--- config.mk ---
export PLATFORM = sky130hd
export DESIGN_NAME = tdc_multi_core
export DESIGN_NICKNAME = d
export VERILOG_FILES = /design/src/rtl/tdc_multi_core.sv
export SDC_FILE = /design/constraint.sdc
export NUM_CORES = 1
export LEC_CHECK = 0
export ABC_AREA = 0
export CORE_MARGIN = 10
export CORE_UTILIZATION = 45
export CTS_BUF_LIST = sky130_fd_sc_hd__clkbuf_4 sky130_fd_sc_hd__clkbuf_8
export CTS_CLUSTER_SIZE = 24
export DETAILED_ROUTE_END_ITERATION = 6
export GPL_TIMING_DRIVEN = 0
export PLACE_DENSITY = 0.62
export SLEW_MARGIN = 10
export SYNTH_ARGS = -nofsm -noshare
export SYNTH_HDL_FRONTEND = slang
export SYNTH_SLANG_ARGS = --single-unit
--- constraint.sdc ---
create_clock -name BUS_CLK -period 4.3 [get_ports BUS_CLK]
set_input_delay 0.86 -clock BUS_CLK [delete_from_list [all_inputs] [get_ports BUS_CLK]]
set_output_delay 0.86 -clock BUS_CLK [all_outputs]
set_load 0.05 [all_outputs]
--- src/rtl/tdc_multi_core.sv ---
`default_nettype none
// ============================================================================
// Module   : tdc_multi_core
// Purpose  : Multi-channel time-over-threshold (ToT) and timestamp converter.
//            Each channel synchronizes its discriminator input, measures
//            how long the synchronized level stays high, and stores the
//            result (plus an optional rising-edge timestamp word) in a
//            two-word channel buffer. A round-robin arbiter moves whole
//            events from the channel buffers into a single output register
//            that is read through a FIFO-style pop interface.
// Ports    : BUS_CLK    - single clock, also used for input sampling
//            BUS_RST    - synchronous active-high reset
//            TDC_IN     - asynchronous discriminator inputs, one per channel
//            EN         - per-channel enable (level)
//            TS_EN      - emit a timestamp word after each ToT word
//            CLR_CNT    - one-cycle pulse, clears event and lost counters
//            FIFO_READ  - pop strobe, honoured only while FIFO_EMPTY is 0
//            FIFO_EMPTY - 0 when FIFO_DATA holds a valid word
//            FIFO_DATA  - output word
//            LOST_CNT   - per-channel lost-event counters, 8 bits each
// Revision : 1.0 - initial multi-channel release
// ============================================================================
module tdc_multi_core #(
  parameter int         CHANNELS = 4,
  parameter logic [3:0] HEADER   = 4'b0100
) (
  input  logic                    BUS_CLK,
  input  logic                    BUS_RST,
  input  logic [CHANNELS-1:0]     TDC_IN,
  input  logic [CHANNELS-1:0]     EN,
  input  logic                    TS_EN,
  input  logic                    CLR_CNT,
  input  logic                    FIFO_READ,
  output logic                    FIFO_EMPTY,
  output logic [31:0]             FIFO_DATA,
  output logic [8*CHANNELS-1:0]   LOST_CNT
);

  localparam int          c_ch_w     = (CHANNELS > 1) ? $clog2(CHANNELS) : 1;
  localparam logic [11:0] c_tot_max  = 12'hFFF;
  localparam logic [7:0]  c_lost_max = 8'hFF;

  typedef enum logic [1:0] {
    ST_IDLE = 2'd0,
    ST_HIGH = 2'd1,
    ST_DONE = 2'd2
  } state_t;

  // Free-running timestamp counter, wraps naturally at 2^23.
  logic [22:0]         ts_cnt_q, ts_cnt_d;

  // Channel buffer heads as seen by the arbiter.
  logic [CHANNELS-1:0] w_head_valid;
  logic [CHANNELS-1:0] w_head_is_b;
  logic [31:0]         w_head_word [CHANNELS];
  logic [CHANNELS-1:0] w_pop;

  // Arbiter and output register.
  logic [c_ch_w-1:0]   ptr_q, ptr_d;
  logic [c_ch_w-1:0]   w_prev;
  logic [c_ch_w-1:0]   w_grant;
  logic                w_grant_valid;
  logic                w_load;
  int                  w_idx;
  logic                out_valid_q, out_valid_d;
  logic [31:0]         out_data_q, out_data_d;

  assign ts_cnt_d = ts_cnt_q + 23'd1;

  always_ff @(posedge BUS_CLK) begin
    if (BUS_RST) begin
      ts_cnt_q <= '0;
    end else begin
      ts_cnt_q <= ts_cnt_d;
    end
  end

  // --------------------------------------------------------------------------
  // Per-channel input path, measurement FSM, counters and two-word buffer
  // --------------------------------------------------------------------------
  for (genvar gi = 0; gi < CHANNELS; gi++) begin : g_ch
    logic        sync1_q, sync2_q, s_prev_q;
    state_t      state_q, state_d;
    logic [11:0] tot_q, tot_d;
    logic [22:0] ts_q, ts_d;
    logic        two_q, two_d;
    logic [10:0] evt_q, evt_d;
    logic [7:0]  lost_q, lost_d;
    logic [31:0] buf0_q, buf0_d, buf1_q, buf1_d;
    logic [1:0]  cnt_q, cnt_d;
    logic        w_rise, w_fall, w_push, w_room, w_store, w_drop;
    logic [1:0]  w_need;
    logic [31:0] w_word_a, w_word_b;

    assign w_rise   = sync2_q & ~s_prev_q;
    assign w_fall   = ~sync2_q & s_prev_q;
    assign w_need   = two_q ? 2'd2 : 2'd1;
    // Room is judged on the occupancy before any same-cycle pop.
    assign w_room   = (w_need <= (2'd2 - cnt_q));
    assign w_store  = w_push & w_room;
    assign w_drop   = w_push & ~w_room;
    assign w_word_a = {HEADER, 4'(gi), 1'b0, evt_q, tot_q};
    assign w_word_b = {HEADER, 4'(gi), 1'b1, ts_q};

    assign w_head_valid[gi] = (cnt_q != 2'd0);
    assign w_head_is_b[gi]  = (cnt_q != 2'd0) & buf0_q[23];
    assign w_head_word[gi]  = buf0_q;
    assign LOST_CNT[8*gi +: 8] = lost_q;

    always_ff @(posedge BUS_CLK) begin
      if (BUS_RST) begin
        sync1_q  <= 1'b0;
        sync2_q  <= 1'b0;
        s_prev_q <= 1'b0;
      end else begin
        sync1_q  <= TDC_IN[gi];
        sync2_q  <= sync1_q;
        s_prev_q <= sync2_q;
      end
    end

    always_comb begin
      state_d = state_q;
      tot_d   = tot_q;
      ts_d    = ts_q;
      two_d   = two_q;
      w_push  = 1'b0;
      case (state_q)
        ST_IDLE: begin
          // Only a fresh edge starts a measurement, so enabling a channel
          // whose input is already high waits for the next rising edge.
          if (w_rise && EN[gi]) begin
            state_d = ST_HIGH;
            tot_d   = 12'd1;
            ts_d    = ts_cnt_q;
            two_d   = TS_EN;
          end
        end
        ST_HIGH: begin
          if (!EN[gi]) begin
            state_d = ST_IDLE;
          end else if (w_fall) begin
            // The buffer write is issued on the falling-edge cycle so the
            // word lands in the buffer while the FSM sits in DONE.
            state_d = ST_DONE;
            w_push  = 1'b1;
          end else if (tot_q != c_tot_max) begin
            tot_d = tot_q + 12'd1;
          end
        end
        ST_DONE: begin
          state_d = ST_IDLE;
        end
        default: begin
          state_d = ST_IDLE;
        end
      endcase
    end

    always_comb begin
      buf0_d = buf0_q;
      buf1_d = buf1_q;
      cnt_d  = cnt_q;
      if (w_pop[gi]) begin
        buf0_d = buf1_q;
        cnt_d  = cnt_q - 2'd1;
      end
      if (w_store) begin
        if (two_q) begin
          // A two-word event only fits into an empty buffer, so no pop
          // can be in flight here.
          buf0_d = w_word_a;
          buf1_d = w_word_b;
          cnt_d  = 2'd2;
        end else if (cnt_d == 2'd0) begin
          buf0_d = w_word_a;
          cnt_d  = 2'd1;
        end else begin
          buf1_d = w_word_a;
          cnt_d  = 2'd2;
        end
      end
    end

    always_comb begin
      evt_d  = evt_q;
      lost_d = lost_q;
      if (CLR_CNT) begin
        evt_d  = '0;
        lost_d = '0;
      end else begin
        if (w_store) begin
          evt_d = evt_q + 11'd1;
        end
        if (w_drop && (lost_q != c_lost_max)) begin
          lost_d = lost_q + 8'd1;
        end
      end
    end

    always_ff @(posedge BUS_CLK) begin
      if (BUS_RST) begin
        state_q <= ST_IDLE;
        tot_q   <= '0;
        ts_q    <= '0;
        two_q   <= 1'b0;
        evt_q   <= '0;
        lost_q  <= '0;
        buf0_q  <= '0;
        buf1_q  <= '0;
        cnt_q   <= '0;
      end else begin
        state_q <= state_d;
        tot_q   <= tot_d;
        ts_q    <= ts_d;
        two_q   <= two_d;
        evt_q   <= evt_d;
        lost_q  <= lost_d;
        buf0_q  <= buf0_d;
        buf1_q  <= buf1_d;
        cnt_q   <= cnt_d;
      end
    end
  end : g_ch

  // --------------------------------------------------------------------------
  // Round-robin arbiter. ptr_q is the first channel to consider; the channel
  // just before it was granted last. A word B at the head of that channel is
  // the second half of an event in progress and must go next.
  // --------------------------------------------------------------------------
  always_comb begin
    w_prev        = (ptr_q == '0) ? c_ch_w'(CHANNELS - 1) : (ptr_q - 1'b1);
    w_grant       = ptr_q;
    w_grant_valid = 1'b0;
    w_idx         = 0;
    if (w_head_is_b[w_prev]) begin
      w_grant       = w_prev;
      w_grant_valid = 1'b1;
    end else begin
      for (int k = 0; k < CHANNELS; k++) begin
        w_idx = int'(ptr_q) + k;
        if (w_idx >= CHANNELS) begin
          w_idx = w_idx - CHANNELS;
        end
        if (!w_grant_valid && w_head_valid[w_idx]) begin
          w_grant       = c_ch_w'(w_idx);
          w_grant_valid = 1'b1;
        end
      end
    end
  end

  // Output register refills when empty or in the same cycle it is popped.
  assign w_load = ~out_valid_q | FIFO_READ;

  always_comb begin
    w_pop       = '0;
    ptr_d       = ptr_q;
    out_valid_d = out_valid_q;
    out_data_d  = out_data_q;
    if (w_load && w_grant_valid) begin
      w_pop[w_grant] = 1'b1;
      out_valid_d    = 1'b1;
      out_data_d     = w_head_word[w_grant];
      ptr_d          = (w_grant == c_ch_w'(CHANNELS - 1)) ? '0 : (w_grant + 1'b1);
    end else if (FIFO_READ && out_valid_q) begin
      out_valid_d = 1'b0;
    end
  end

  always_ff @(posedge BUS_CLK) begin
    if (BUS_RST) begin
      ptr_q       <= '0;
      out_valid_q <= 1'b0;
      out_data_q  <= '0;
    end else begin
      ptr_q       <= ptr_d;
      out_valid_q <= out_valid_d;
      out_data_q  <= out_data_d;
    end
  end

  assign FIFO_EMPTY = ~out_valid_q;
  assign FIFO_DATA  = out_data_q;

endmodule
`default_nettype wire

# After elaboration in Yosys (flattened, before gate mapping)
# Index checks and enable logic that the tools add are counted.
dict set report totals {
  ff_bits 562
  output_inout_bits 65
  word_cells 359
}
dict set report op_classes {
  n_addsub 30
  order_cmp 16
  n_eq_ne 37
  muxes 137
  bitwise_logic 35
  n_reduce_logical 52
}
# op count
set op_table {}
lappend op_table {{$mux W32} 34}
lappend op_table {{$mux W12} 16}
lappend op_table {{$lt A32 B4 Y1 const B} 4}
lappend op_table {{$pmux W12 S2} 4}
lappend op_table {{$mux W2} 39}
lappend op_table {{$bmux W32 S2} 1}
lappend op_table {{$add A12 B1 Y12 const B} 4}
lappend op_table {{$ne A12 B12 Y1 const B} 4}
lappend op_table {{$add A11 B1 Y11 const B} 4}
lappend op_table {{$ne A2 B2 Y1 const B} 20}
lappend op_table {{$add A8 B1 Y8 const B} 4}
lappend op_table {{$mux W1} 32}
lappend op_table {{$ne A8 B8 Y1 const B} 4}
lappend op_table {{$reduce_and A2 Y1} 12}
lappend op_table {{$add A23 B1 Y23 const B} 1}
lappend op_table {{$and A1 B1 Y1} 20}
lappend op_table {{$reduce_and A5 Y1} 4}
lappend op_table {{$logic_not A2 Y1} 9}
lappend op_table {{$reduce_bool A2 Y1} 9}
lappend op_table {{$pmux W2 S2} 4}
lappend op_table {{$logic_and A1 B1 Y1} 14}
lappend op_table {{$not A1 Y1} 13}
lappend op_table {{$ge A3 B3 Y1 const B} 4}
lappend op_table {{$ne A3 B3 Y1 const B} 4}
lappend op_table {{20 further kinds} 43}

# Longest topological paths before layout
# Gate-level depths: netlist of run 1.
dict set report logic_depth {
  word_depth 32
  mapped_depth 22
}

# Worst setup path after synthesis of run 1
# Ideal clock, no wire load.
dict set report synth_timing {
  path_kind {flip-flop to flip-flop}
  from {reg ptr_q[0]}
  to {reg g_ch[3].buf1_q[15]}
  setup_time_ps 138
  arrival_ps 4416
  slack_ps -253
  path_stages_with_launch 22
  path_cell_list {dfxtp_1 -> buf_6 -> inv_1 -> ha_1 -> mux4_2 -> nand2b_1 -> and4_1 -> buf_4 -> a21o_1 -> buf_4 -> inv_4 -> buf_4 -> clkbuf_1 -> ha_1 -> inv_1 -> a311o_1 -> clkbuf_1 -> mux2i_1 -> o21a_1 -> clkbuf_1 -> clkbuf_1 -> a211oi_1}
}
dict set report synth_between {
  elab_chain_len 29
}
# item line_no
set synth_rtl {}
lappend synth_rtl {{from (decl)} 59} ;# logic [c_ch_w-1:0] ptr_q, ptr_d;
lappend synth_rtl {{from (signal assigned)} 277} ;# ptr_q <= ptr_d;
lappend synth_rtl {{$sub A2 B3 Y4 / $ge A2 B3 Y1 (equally long branches)} {243, 242}}
lappend synth_rtl {{$mux W32} 242} ;# if (w_idx >= CHANNELS) begin
lappend synth_rtl {{$mux W32} 236} ;# if (w_head_is_b[w_prev]) begin
lappend synth_rtl {{$bmux W1 S2} 245} ;# if (!w_grant_valid && w_head_valid[w_idx]) begin
lappend synth_rtl {{$mux W1 (not written as such) (2 in a row)} 245}
lappend synth_rtl {{$mux W1} 245}
lappend synth_rtl {{$mux W1} 236}
lappend synth_rtl {{$logic_not A1 Y1} 245}
lappend synth_rtl {{[... 12 more ...]} --}
lappend synth_rtl {{$logic_and A1 B1 Y1 (not written as such)} 262} ;# w_pop[w_grant] = 1'b1;
lappend synth_rtl {{$mux W1 (not written as such)} 262}
lappend synth_rtl {{$demux W1 S2} 262}
lappend synth_rtl {{$mux W4 (*)} 261} ;# if (w_load && w_grant_valid) begin
lappend synth_rtl {{$mux W2 (*)} 164} ;# if (w_pop[gi]) begin
lappend synth_rtl {{$logic_not A2 Y1 (*)} 175} ;# end else if (cnt_d == 2'd0) begin
lappend synth_rtl {{$ne A2 B2 Y1 (no line) (*)} --}
lappend synth_rtl {{$reduce_and A2 Y1 (no line) (*)} --}
lappend synth_rtl {{to (signal assigned)} 220} ;# buf1_q <= buf1_d;
lappend synth_rtl {{to (decl)} 89} ;# logic [31:0] buf0_q, buf0_d, buf1_q, buf1_d;
# Mark *: on every way between the ends. The rest lies on a longest branch, timed or not. The select of a mux whose other input is x is not followed.
# A chain may end at the register's enable or synchronous reset.

# Final worst setup path of run 1
dict set report layout_timing {
  from {reg ptr_q[0]}
  to {reg g_ch[3].buf1_q[10]}
}
# The elaborated chain is that of the path after synthesis.

==> run summary, run 1 <==
Yosys printed 0 warnings. Counting flops and latches in the post-synthesis netlist gives 534. The relative slew slack was 0.1378. 0 antenna diodes ended up in the layout.

The endpoint kind of the worst setup timing path is a flop. After detailed routing, the number of remaining DRC violations is 0. The fraction of layout instances using a drive strength above 1 was 0.1028; the H-tree depth reported by CTS was 3. Setup repair after global routing left no endpoint under its margin. The detail route stage leaves a number of antenna-violating nets equal to 0. The run finished with clean final reports.

For the share of synthesized area occupied by flip-flops and latches, the log shows 0.4436. TritonCTS built the clock tree. The library cell with the highest instance count after synthesis is dfxtp_1.

The routed length per instance was 24.23 um. The final core utilization is 0.5320. The worst hold path belongs to the class flop to flop.

Buffers inserted to repair hold after CTS numbered 0. Final cell area excluding filler cells: 28070 sq um. The worst hold endpoint is g_ch[2].sync2_q. At the worst endpoint, the required time is 4.90 ns.

Buffers placed on the I/O ports in this run total 76. The clock period minus final worst setup slack came out at 4.152 ns. Number of enable-type register cells in the synthesized netlist: 0. During I/O placement, the number of pins put on the boundary was 78. Yosys mapped the design onto 63 distinct sky130hd cell types. The run gives 0 as the number of max-slew violations in the final report. The mean area per synthesized cell came out at 8.656 sq um.

The total placed cells including tap cells came out at 3548. The predominant post-synthesis flop cell was dfxtp_1. The area share of the largest cell type after synthesis works out to 0.4436. The post-DP HPWL was 65.55 mm.

STA classifies the critical path startpoint as a flop. In this run, the number of DRC markers left after iteration 0 of detailed routing was 1840. The clock insertion delay at the later pin of the skew report is 0.71 ns, and the final routed wirelength across all metal layers is 90.21 mm. The global router's overall resource usage was 0.2764. The logs give 2784 for the number of cells produced by synthesis and 3 for the maximum clock insertion buffer count.

The synthesized design spends more area on one cell type than any other, namely dfxtp_1. The row count came out at 84. The run gives 13 as the maximum number of pins on one net before global-route repair. The tools report the worst reg2reg path endpoint as g_ch[3].buf1_q[10]. Netlist area before placement: 24100 sq um. The final count of hold timing violations was 0; the relative area change from synthesis to final layout was 16.49%.

The clock net in this run drives a total of 534 sinks. The maximum resistive drop on vdd came out at 0.0003149 V. The die covers 63210 sq um.

Ranked by total cell area, the synthesized netlist is headed by dfxtp_1 44%, mux2i_1 6.4%, nand2_1 6.0%. The largest clock skew in the final design is 0.03282 ns, and the cell depth of the worst min-delay path is 1. Mean number of vias per cell: 5.980.

For the leakage power, the log shows 9.118 nW. Power consumption: 11.99 mW. The fraction of registers with async set or reset after synthesis was 0; the timing-limited maximum frequency was 240.9 MHz. The vertical die dimension was 251.4 um; the total nets after synthesis was 2828. The origin of the worst min-delay path was g_ch[2].sync1_q.

Via count of the first global-routing pass: 21270. The worst setup path is of the flop to flop kind. The residual overflow from global routing was 0; the initial standard-cell utilization of the core was 0.4567. For this design the ratio of total power to cell area is 427.1 nW/um^2.

The wire length of the first global-routing pass is 133.1 mm. Measured along the x axis, the die boundary spans 251.4 um. The tools report the buffer cell driving the clock tree root as clkbuf_8.

The finished layout holds 3723 standard cells, fillers aside. In this run the worst path has a maximum fanout of 19. The tools report the source of the worst register-to-register timing path as ptr_q[0]. The tools report the register-to-register setup slack as 0.15 ns. The congestion estimate from routability-driven global placement came to 0.9972. Across the run, the number of max-cap violations was 0. The logs give 4 for the initial antenna violation count and 25730 sq um for the instance area at placement. The TritonCTS buffer count was 91; the first-pass iteration count of the detailed router was 5. The clock slew at the register clock pins of the worst setup and hold paths works out to 0.06 ns. Data on the critical path arrives at its endpoint at 4.76 ns. The number of cells on the worst reg-to-reg path is 19.

Setup violations remaining at the end of the flow were counted as 0. The final worst-path cycle share was 0.9655; the measured slew at the worst slew-check pin was 1.293 ns. The number of fill cells in the layout was 5006. Sorting the synthesized cells by how often they occur yields 534 x dfxtp_1, 383 x nand2_1, 253 x a21oi_1. The tools report the net total in the final layout as 3004.

The final route contains 22260 vias. The region available for standard cell placement spans 52760 sq um.
==> registers in the layout (all words and copies together), names as in the netlist, 8 cells and up <==
| name | count |
|---|---|
| g_ch.buf0_q | 128 |
| g_ch.buf1_q | 100 |
| g_ch.ts_q | 92 |
| g_ch.tot_q | 48 |
| g_ch.evt_q | 44 |
| FIFO_DATA | 32 |
| g_ch.lost_q | 32 |
| ts_cnt_q | 23 |
| g_ch.cnt_q | 8 |
| g_ch.state_q | 8 |
==> timing repair <==
action	CTS	global route
cloned	1	1
gates resized for setup	55	22
buffers inserted	4	3
setup endpoints to repair	153	108
pin swaps	1	3
==> metal layers <==
metal / part of all wire / track usage
met1: 0.43 / 0.3572
met2: 0.43 / 0.4236
met3: 0.072 / 0.05685
met4: 0.061 / 0.1593
met5: 0.00047 / 0
==> power by group <==
group	internal, mW	switching, mW
Combinational	0.437	1.57
Clock	2.79	2.17
Sequential	4.98	0.0395
==> area by class of cell <==
| class | count | area [sq um] | area share |
|---|---|---|---|
| Sequential cell | 534 | 10700 | 0.3812 |
| Clock inverter | 21 | 150.1 | 0.005349 |
| Inverter | 68 | 264.0 | 0.009405 |
| Clock buffer | 147 | 1848 | 0.06583 |
| Buffer | 238 | 1071 | 0.03815 |
| Multi-Input combinational cell | 1942 | 12330 | 0.4392 |
| Tap cell | 688 | 860.8 | 0.03067 |
| Timing Repair Buffer | 85 | 845.8 | 0.03013 |
==> cells by family after synthesis <==
| kind of cell | Yosys count | synth area share |
|---|---|---|
| AOI/OAI and AO/OA | 700 | 0.1934 |
| adders and majority gates | 31 | 0.01610 |
| DFF | 534 | 0.4436 |
| xor gates and xnor gates | 110 | 0.03998 |
| buffers and inverters | 308 | 0.05109 |
| muxes | 183 | 0.08037 |
| and+or+nand+nor | 918 | 0.1755 |
==> through the flow <==
| stage | setup TNS [ns] | hold WS, ns | setup slack, ns |
|---|---|---|---|
| 3_5_place_dp | -77.83 | 0.4247 | -1.268 |
| 3_3_place_gp | -72.38 | 0.4222 | -1.233 |
| 4_1_cts | 0 | 0.4341 | 0.003642 |
| 6_report | 0 | 0.4369 | 0.1483 |
| 2_1_floorplan | 0 | 0.4138 | 0.02277 |
| 5_1_grt | 0 | 0.4502 | 0.008250 |
==> placed cells by master, fill, tap and decap left out, types with 63 or more instances in the layout <==
cell             instances
a211oi_1               162
a21oi_1                252
a31oi_1                 75
clkbuf_1               180
clkbuf_8               122
clkdlybuf4s50_1         76
dfxtp_1                529
inv_1                   63
mux2i_1                152
nand2_1                383
nand4_1                 66
nor2_1                 218
xor2_1                  76
==> critical path, cell delays in order, from the launching register on <==
cell      delay, ns
dfxtp_1        0.33
buf_6          0.10
inv_2          0.05
ha_4           0.28
mux4_2         0.58
nand2b_4       0.18
and4_1         0.19
buf_4          0.16
a21o_1         0.16
buf_6          0.16
inv_8          0.10
buf_12         0.19
ha_4           0.16
inv_1          0.04
a311o_2        0.35
mux2i_4        0.21
o21a_2         0.25
clkbuf_8       0.16
clkbuf_8       0.16
a211oi_1       0.22
==> how the worst max path moves through the flow <==
stage | start | end | slack [ns] | cells after the start
detailed placement | ptr_q[1] | g_ch[3].buf1_q[15] | -1.27 | 18
floorplan | ptr_q[0] | g_ch[3].buf0_q[24] | 0.02 | 19
CTS | g_ch[1].cnt_q[0] | g_ch[3].buf0_q[6] | 0.004 | 19
global route | ptr_q[0] | g_ch[3].buf1_q[8] | 0.008 | 18
global placement | ptr_q[1] | g_ch[3].buf1_q[20] | -1.23 | 18
finish | ptr_q[0] | g_ch[3].buf1_q[10] | 0.15 | 19
Note: power is estimated with default switching activity, not from simulation.
==> inputs of run 2 (changes only) <==
Settings changed: ABC_CLOCK_PERIOD_IN_PS set to 4300, CTS_CLUSTER_SIZE 24 to unset.
==> results of run 2 <==
Final layout, timing and power as in run 1 (identical DEF).
